<file path="config.mk">
export PLATFORM = sky130hd
export DESIGN_NAME = seg7_scan
export DESIGN_NICKNAME = d
export VERILOG_FILES = /design/src/rtl/seg7_scan.sv
export SDC_FILE = /design/constraint.sdc
export NUM_CORES = 1
export LEC_CHECK = 0
export ABC_AREA = 1
export CORE_MARGIN = 3
export CORE_UTILIZATION = 53
export CTS_BUF_LIST = sky130_fd_sc_hd__clkbuf_8 sky130_fd_sc_hd__clkbuf_16
export DETAILED_ROUTE_END_ITERATION = 10
export PLACE_DENSITY_LB_ADDON = 0.3
export SLEW_MARGIN = 10
export SYNTH_ARGS = -nofsm -noshare
export SYNTH_HDL_FRONTEND = slang
export SYNTH_SLANG_ARGS = --single-unit
export TNS_END_PERCENT = 20
</file>
<file path="constraint.sdc">
create_clock -name clk -period 2.71 [get_ports clk]
set_clock_uncertainty 0.15 [all_clocks]
set_input_delay 0.4065 -clock clk [delete_from_list [all_inputs] [get_ports clk]]
set_output_delay 0.4065 -clock clk [all_outputs]
set_load 0.01 [all_outputs]
</file>
<file path="src/rtl/seg7_scan.sv">
// Eight-digit multiplexed hex driver for a common-anode seven-segment display.
// NUMB is snapshotted at each frame start so a frame never mixes old and new digits.
module seg7_scan #(
  parameter int unsigned TICK_DIV = 100000
) (
  input  logic        clk,
  input  logic        reset,
  input  logic [31:0] NUMB,
  input  logic        blank_en,
  input  logic [7:0]  dp_mask,
  output logic [7:0]  AN,
  output logic [6:0]  SEG,
  output logic        DP
);

  localparam int unsigned CNT_W = (TICK_DIV > 2) ? $clog2(TICK_DIV) : 1;
  localparam logic [CNT_W-1:0] TICK_LAST = CNT_W'(TICK_DIV - 1);

  logic [CNT_W-1:0] r_tick_cnt;
  logic [2:0]       r_idx;
  logic [31:0]      r_snap;

  logic [4:0] w_shamt;
  logic [3:0] w_nib;
  logic       w_blank;
  logic       w_frame_start;
  logic [6:0] w_seg;
  logic [7:0] w_an_dec;

  assign w_shamt       = {r_idx, 2'b00};
  assign w_nib         = r_snap[w_shamt +: 4];
  assign w_frame_start = (r_tick_cnt == '0) && (r_idx == 3'd0);
  assign w_an_dec      = ~(8'd1 << r_idx);

  // A digit is blanked when it and every more-significant nibble are zero.
  assign w_blank = blank_en && (r_idx != 3'd0) && ((r_snap >> w_shamt) == 32'd0);

  // Hex glyphs, active-low {g,f,e,d,c,b,a}.
  always_comb begin
    w_seg = 7'h7F;
    case (w_nib)
      4'h0: w_seg = 7'h40;
      4'h1: w_seg = 7'h79;
      4'h2: w_seg = 7'h24;
      4'h3: w_seg = 7'h30;
      4'h4: w_seg = 7'h19;
      4'h5: w_seg = 7'h12;
      4'h6: w_seg = 7'h02;
      4'h7: w_seg = 7'h78;
      4'h8: w_seg = 7'h00;
      4'h9: w_seg = 7'h10;
      4'hA: w_seg = 7'h08;
      4'hB: w_seg = 7'h03;
      4'hC: w_seg = 7'h46;
      4'hD: w_seg = 7'h21;
      4'hE: w_seg = 7'h06;
      4'hF: w_seg = 7'h0E;
      default: w_seg = 7'h7F;
    endcase
  end

  always_ff @(posedge clk) begin
    if (reset) begin
      r_tick_cnt <= '0;
      r_idx      <= 3'd0;
      r_snap     <= 32'd0;
      AN         <= 8'hFF;
      SEG        <= 7'h7F;
      DP         <= 1'b1;
    end else begin
      if (r_tick_cnt == TICK_LAST) begin
        r_tick_cnt <= '0;
        r_idx      <= r_idx + 3'd1;
      end else begin
        r_tick_cnt <= r_tick_cnt + CNT_W'(1);
      end
      if (w_frame_start) begin
        r_snap <= NUMB;
      end
      // Outputs decode the pre-edge digit index and snapshot.
      AN  <= w_blank ? 8'hFF : w_an_dec;
      SEG <= w_seg;
      DP  <= w_blank | ~dp_mask[r_idx];
    end
  end

endmodule
</file>
-- Yosys cells after proc, flatten, opt, wreduce, memory -nomap -nowiden
Memory sizes are Yosys's and may differ from the RTL's. A register that Yosys moved wholly into a read port is not among the register bits.
Index checks and enable logic that the tools add are counted.
- register bits after elaboration: 61
- bits in latches: 0
- memory bits (writable): 0
- ROM bits: 112
- input bits: 43
- output and inout port bits: 16
- logic and storage cells: 27
- memories: 1
- memory list (memory ; words ; width ; read ports ; clocked after memory_dff ; wr ports ; line ; text):
    (no name shown) ; 16 ; 7 ; 1 ; 1 ; 0 ; 41 ; case (w_nib)
- add/subtract/negate cells: 2
- $mul: 0
- div/mod/pow operators: 0
- order comparisons: 1
- equal/unequal tests: 1
- shift-type cells: 3
- multiplexer cells: 2
- bitwise gates (word level): 3
- reductions and logical operators: 9
- operators by type and width (kind ; count):
    $logic_not 32->1 ; 1
    $shiftx 32x6->4 ; 1
    $shr 32x5->32 ; 1
    $add 17x1->17 const B ; 1
    $eq 17x17->1 const B ; 1
    $logic_not 17->1 ; 1
    $not 8->8 ; 1
    $shl 1x3->8 const A ; 1
    $lt 3x4->1 const B ; 1
    $reduce_or 2->1 ; 2
    $add 3x1->3 const B ; 1
    $bmux 1 s3 ; 1
    $logic_and 1x1->1 ; 3
    $logic_not 3->1 ; 1
    $reduce_bool 3->1 ; 1
    $mux 1 ; 1
    $not 1->1 ; 1
    $or 1x1->1 ; 1

-- Longest topological paths before layout
Gate-level depths: netlist (run 1).
- depth in word-level cells: 4
- mapped depth: 17
- gate-level depth less buffers: 15

-- Least setup slack after synthesis (run 1)
Ideal clock, no wire load.
- path kind: register to register
- start: register r_idx[0]
- end: register AN[3]
- library setup time: 0.064 ns
- arrival time: 2.111 ns
- data required time: 2.496 ns
- setup slack: 0.386 ns
- stages on the path, launching flop included: 18
- buffers on the path: 2
- period minus slack after synthesis: 2.324 ns
- cell sequence: dfxtp_1 -> buf_6 -> inv_2 -> buf_6 -> nand2_1 -> nand3_1 -> o21ai_1 -> inv_1 -> o21ai_1 -> ha_1 -> nand2_1 -> nor2_1 -> o21ai_0 -> a21oi_1 -> nand2_1 -> nor2_2 -> nand3_2 -> nand3_1
- cells in the longest elaborated chain, start to end: 4
- elaborated cells between the ends (all ways): 8
- classes of those cells: 2 x shift; 1 x bitwise; 5 x reduce/logical
- RTL lines (what ; line ; text):
    start, declared ; 20 ; logic [2:0] r_idx;
    start signal, assigned ; 73 ; r_idx <= r_idx + 3'd1;
    $shr 32x5->32 / $reduce_bool 3->1 (equally long branches) ; 36 ; assign w_blank = blank_en && (r_idx != 3'd0) && ((r_snap >> w_shamt) == 32'd0);
    $logic_not 32->1 / $logic_and 1x1->1 (equally long branches) ; 36 ;
    $logic_and 1x1->1 ; 36 ;
    $reduce_or 2->1 (no line) ; - ;
    end signal, assigned ; 81 ; AN <= w_blank ? 8'hFF : w_an_dec;
    end, declared ; 11 ; output logic [7:0] AN,
Several ways; a longest one is shown, not always the timed one.
A chain may end at the register's enable or synchronous reset.

-- Worst setup path after layout (run 1)
- start: register r_idx[0]
- end: register AN[0]
Same word-level chain as after synthesis.

==> flow_summary.yaml, run 1 <==
grt:
  met3_usage_pct: 4.10
  met1_usage_pct: 29.2
  grt_max_degree: 53
  grt_use_met2_pct: 37.6
  grt_first_pass_wirelength_um: 14100
  antenna_found_initial: 0
  gr-usage-all-layers_pct: 22.7
  first_global_vias: 3231
  top_usage_layer: "met2"
  grt_overflow: 0
synthesis:
  ys_seq_elements: 68
  ys_types: 33
  avgSynthCellArea_um2: 6.87
  ys_warn_count: 0
  synth_edf_count: 0
  syn-instance-count: 522
  yosys_most_used_dff: "dfxtp_1"
  synth_area_um2: 3580
  yosysSeqAreaShare_pct: 38.0
  synthArstFlopShare_pct: 0
  synth_nets: 578
layout:
  finalNetCount: 638
  drive_gt1_share_pct: 9.03
  area_growth_syn_to_layout_pct: 26.0
  diodes: 0
floorplan:
  die_w_um: 88.2
  core-area_um2: 6460
  rows: 29
  num_io_pins: 59
  initial_core_util_pct: 55.5
  die_h_um: 88.2
  fp.dieArea_um2: 7790
power:
  leakage_nw: 2.03
  comb_power_share_pct: 18.1
  power_switching_uw: 704
  clkPwrFrac_pct: 39.1
  seqPwrFrac_pct: 42.7
  power_density_nw_per_um2: 581
  swShare_pct: 26.8
  peakVddDrop_mv: 0.388
  intPower_mw: 1.92
timing:
  fmax_mhz: 421
  min_period_ns: 2.37
  setup-tns-final_ns: 0
  max_slew_margin_pct: 61.1
  rsz0062_at_grt: "no"
  finalSetupViolCount: 0
  tightest_slew_ns: 0.582
  fin_crit_sh_pct: 87.6
  hold_viol: 0
  fin_hold_ws_ns: 0.314
  slew_violations: 0
cts:
  cts_tree: "done"
  hold_buffers: 0
  clkSinkCount: 68
  clkTransAtPathRegs_ns: 0.08
  max-clock-path-buffers: 2
  root_buffer: "clkbuf_8"
  clk_latency_ns: 0.34
  htreeDepth: 3
  numCtsBuffers: 9
detailed_routing:
  drc: 0
  avgViaCountPerCell: 5.34
  dr.pass1.iters: 4
  routed-via-count: 3548
  final_antenna_net_count: 0
  wl_per_cell_um: 13.0
  wirelength_um: 8620
  drtIter0Drc: 172
flow_run:
  max_cap_viol_count: 0
critical_path:
  cp-end-kind: "register"
  path_class: "reg -> reg"
  worstPathArrival_ns: 2.51
  required_ns: 2.85
  start_kind: "register"
  path_max_fanout: 24
placement:
  dpl.hpwl_um: 6060
  io_buffer_count: 58
  place_congestion: 0.891
outcome:
  status: "complete, no violations"
min_path:
  hp-class: "reg -> reg"
## cell families (layout without fill, tap and decap cells)
kind of cell,after synthesis,count (layout),synth area share [%]
AOI/OAI and AO/OA,80,80,13.1
buffers and inverters,84,149,9.95
DFF,68,68,38.0
xor gates and xnor gates,3,3,0.733
and+or+nand+nor,274,274,33.7
adders and majority gates,13,13,4.54
## power by group through the flow
stage,clock (mW),combinational (mW),sequential [mW]
2_1_floorplan,0,0.294,1.14
3_3_place_gp,0,0.456,1.14
3_5_place_dp,0,0.463,1.14
4_1_cts,1.04,0.470,1.12
5_1_grt,1.09,0.538,1.13
6_report,1.03,0.475,1.12
## what timing repair did
item                                    4_1_cts  5_1_grt
endpoints found under the setup margin        0        9
gates resized for setup                       0        7
buffers inserted                              0        3
## final timing paths
check                               start         to  slack, ns  cells after the start
worst max-delay path             r_idx[0]      AN[0]       0.34                     14
worst min-delay path            r_snap[3]  r_snap[3]       0.31                      2
worst max register to register   r_idx[0]      AN[0]       0.34                     14
worst min register to register  r_snap[3]  r_snap[3]       0.31                      2
## synth_stat cells (3+ instances only)
cell | number | area, um2
nand2_1 | 120 | 450
a21oi_1 | 15 | 75.1
nand2_2 | 3 | 18.8
nor3_1 | 3 | 15.0
a211oi_1 | 20 | 150
nand3_1 | 47 | 235
dfxtp_1 | 68 | 1360
nand3_2 | 3 | 30.0
nor3b_1 | 3 | 22.5
nor2_1 | 72 | 270
nand4_1 | 9 | 56.3
inv_1 | 57 | 214
inv_2 | 3 | 11.3
clkbuf_1 | 10 | 37.5
ha_1 | 13 | 163
o211ai_1 | 4 | 30.0
nor2_2 | 6 | 37.5
buf_6 | 3 | 33.8
buf_2 | 9 | 45.0
o21ai_0 | 29 | 145
o21ai_1 | 9 | 45.0
## per-layer routing
layer	wire length (um)	up-vias	part of all wire (%)
li1	-	1818	-
met1	4040	1624	47
met2	4050	92	47
met3	409	14	4.7
met4	131	0	1.5
met5	0	-	0
## state kept, by name, summed over array words and instances, names as in the netlist
| name | count |
|---|---|
| SEG | 7 |
| r_snap | 32 |
| r_idx | 3 |
| AN | 8 |
| DP | 1 |
| r_tick_cnt | 17 |
## worst max-delay path, stage by stage, from the launching register on
cell and delay, ns:
dfxtp_2 0.38, buf_6 0.22, o21ai_0 0.18, o21ai_1 0.18
nand2_1 0.06, o21ai_1 0.11, ha_1 0.21, nand2_1 0.06
nor2_1 0.09, o21ai_0 0.08, a21oi_1 0.12, nand2_1 0.08
nor2_2 0.17, nand3_4 0.14, nand3_1 0.09
## layout make-up
type / instances / area, um2
clock buffers: 10 / 138
well taps: 77 / 96.3
repair inverters: 1 / 5.00
inverters: 60 / 231
repair buffers: 72 / 693
multi-input cells: 370 / 1880
clock inverters: 6 / 111
fillers: 554 / 1940
flip-flops and latches: 68 / 1360
## stage by stage
step	instance area, um2	utilization (%)	power (mW)	setup WS [ns]	cells
6_report	4520	69.9	2.62	0.335	664
5_1_grt	4520	69.9	2.75	0.0331	664
4_1_cts	4470	69.2	2.63	0.210	660
3_5_place_dp	4220	65.3	1.61	0.228	644
3_3_place_gp	4220	65.3	1.60	0.317	644
2_1_floorplan	3580	-	1.43	0.386	522
## layout by cell type (no fill, tap or decap), types with 10 or more instances in the layout
cell type / count
nand2_1: 120
nor2_1: 72
dfxtp_1: 67
clkdlybuf4s50_1: 58
inv_1: 56
nand3_1: 46
o21ai_0: 29
a211oi_1: 20
a21oi_1: 15
ha_1: 13
buf_4: 12
clkbuf_8: 10
No activity file was read; power rests on OpenSTA's default activity.
==> inputs of run 2 (changes only) <==
--- a/config.mk
+++ b/config.mk
@@ -6,11 +6,12 @@
 export NUM_CORES = 1
 export LEC_CHECK = 0
 export ABC_AREA = 1
+export ABC_CLOCK_PERIOD_IN_PS = 2710
 export CORE_MARGIN = 3
 export CORE_UTILIZATION = 53
 export CTS_BUF_LIST = sky130_fd_sc_hd__clkbuf_8 sky130_fd_sc_hd__clkbuf_16
 export DETAILED_ROUTE_END_ITERATION = 10
-export PLACE_DENSITY_LB_ADDON = 0.3
+export PLACE_DENSITY = 0.9
 export SLEW_MARGIN = 10
 export SYNTH_ARGS = -nofsm -noshare
 export SYNTH_HDL_FRONTEND = slang
==> flow_summary.yaml, run 2 (synthesis results as in run 1) <==
outcome:
  status: "complete, no violations"
grt:
  grt_overflow: 0
  met3_usage_pct: 4.38
  met1_usage_pct: 29.9
  antenna_found_initial: 0
  first_global_vias: 3320
  grt_first_pass_wirelength_um: 14900
  grt_max_degree: 49
  gr-usage-all-layers_pct: 24.2
  grt_use_met2_pct: 41.1
  top_usage_layer: "met2"
cts:
  htreeDepth: 3
  clkTransAtPathRegs_ns: 0.07
  hold_buffers: 0
  numCtsBuffers: 9
  clkSinkCount: 68
  clk_latency_ns: 0.34
  cts_tree: "done"
  max-clock-path-buffers: 2
  root_buffer: "clkbuf_8"
placement:
  dpl.hpwl_um: 6390
  dp.cells: 645
  dp_worst_setup_slack_ns: 0.213
  place_congestion: 0.927
  io_buffer_count: 58
min_path:
  min_to: "r_snap[3]"
  hold_start: "r_snap[3]"
  hp-class: "reg -> reg"
  hold_depth: 2
critical_path:
  critPathSlowestCell: "dfxtp_1"
  r2r_start: "r_idx[1]"
  reg2reg_slack_ns: 0.25
  cp-end-kind: "register"
  path_max_fanout: 15
  cp_cell_sequence: "clkinvlp_4 -> o21ai_1 -> inv_1 -> o21ai_1 -> ha_1 -> nand2_1 -> nor2_1 -> o21ai_0 -> a21oi_1 -> nand2_1 -> nor2_2 -> nand3_4 -> nand3_1"
  start_kind: "register"
  path_class: "reg -> reg"
  worstReg2RegEnd: "AN[7]"
  required_ns: 2.85
  reg2regPathDepth: 13
  worstPathArrival_ns: 2.59
  max_stage_delay_ns: 0.38
power:
  peakVddDrop_mv: 0.283
  leakage_nw: 2.03
  power_density_nw_per_um2: 570
layout:
  finalNetCount: 638
  final_cell_mix: "nand2_1, nor2_1, dfxtp_1"
  largest-register: "r_snap"
  fill_cells: 529
  fin_cells: 664
  diodes: 0
  reg.largest.list: "r_snap (32), r_tick_cnt (17), AN (8)"
  drive_gt1_share_pct: 8.86
  layout_commonest_cell: "nand2_1"
  area_growth_syn_to_layout_pct: 26.0
  final_core_util_pct: 69.9
  largest_register_ffs: 32
floorplan:
  num_io_pins: 59
  die_w_um: 88.2
  initial_core_util_pct: 55.5
  rows: 29
  core-area_um2: 6460
  fp.dieArea_um2: 7790
  die_h_um: 88.2
timing:
  fin_crit_sh_pct: 90.6
  hold_viol: 0
  worst_slack_ns: 0.254
  min_period_ns: 2.46
  fin_hold_ws_ns: 0.319
  fmax_mhz: 407
  slew_violations: 0
  max_slew_margin_pct: 60.1
  tightest_slew_ns: 0.597
  finalSetupViolCount: 0
detailed_routing:
  wl_per_cell_um: 13.7
  avgViaCountPerCell: 5.41
  drc: 0
  drtIter0Drc: 243
  final_antenna_net_count: 0
  routed-via-count: 3594
  dr.pass1.iters: 5
  wirelength_um: 9120
flow_run:
  max_cap_viol_count: 0
==> run 2: cell types whose count changed in the layout (fill, tap and decap cells not counted) <==
cell        delta
buf_12         +1
bufinv_16      -1
clkbuf_8       +2
clkinv_2       -1
clkinv_4       -1
clkinvlp_2     -1
inv_1          +1
inv_2          +1
inv_4          -1
==> run 2: power by group <==
group          leakage, nW  switching (mW)  internal [mW]  total (mW)
combinational         1.35           0.272          0.210       0.482
clock                0.120           0.380          0.590       0.971
sequential           0.561          0.0440           1.08        1.12
total                 2.03           0.696           1.88        2.58
==> run 2: area by class of cell <==
type                       instances  area, um2  area share, %
clock buffer                      12        165           3.66
tap                               77       96.3           2.13
clock inverter                     4       71.3           1.58
sequential                        68       1360           30.2
timing repair buffer              73        713           15.8
multi-input combinational        370       1880           41.6
inverter                          60        229           5.07
==> run 2: how the worst max path moves through the flow <==
stage                       end     start  cells past startpoint
after CTS                 AN[7]  r_idx[1]                     14
after global placement    AN[1]  r_idx[0]                     14
final                     AN[7]  r_idx[1]                     13
after floorplan           AN[3]  r_idx[0]                     17
after global routing         DP  r_idx[1]                     13
after detailed placement  AN[7]  r_idx[0]                     14
==> run 2: worst max-delay path: cells and delay by family (launching register included) <==
| kind | cells | cell delay (ns) |
|---|---|---|
| adder cells (fa/ha/maj) | 1 | 0.22 |
| buffers and inverters | 2 | 0.34 |
| AO/OA/AOI/OAI | 4 | 0.66 |
| flip-flops | 1 | 0.38 |
| AND/OR/NAND/NOR | 6 | 0.64 |
==> run 2: timing repair <==
action,CTS,global route
resized for setup,0,5
setup buffers,0,3
setup endpoints to repair,0,9
==> run 2: metrics by stage <==
stage	TNS, ns	cell area [um2]	power [mW]
4_1_cts	0	4470	2.58
5_1_grt	-0.00666	4520	2.69
2_1_floorplan	0	3580	1.43
3_5_place_dp	0	4240	1.61
3_3_place_gp	0	4240	1.60
6_report	0	4520	2.58
==> run 2: per-layer routing <==
metal / wire length [um] / vias up / share of wire, %
li1: - / 1817 / -
met1: 3960 / 1616 / 43
met2: 4360 / 141 / 48
met3: 571 / 20 / 6.3
met4: 229 / 0 / 2.5
met5: 0 / - / 0
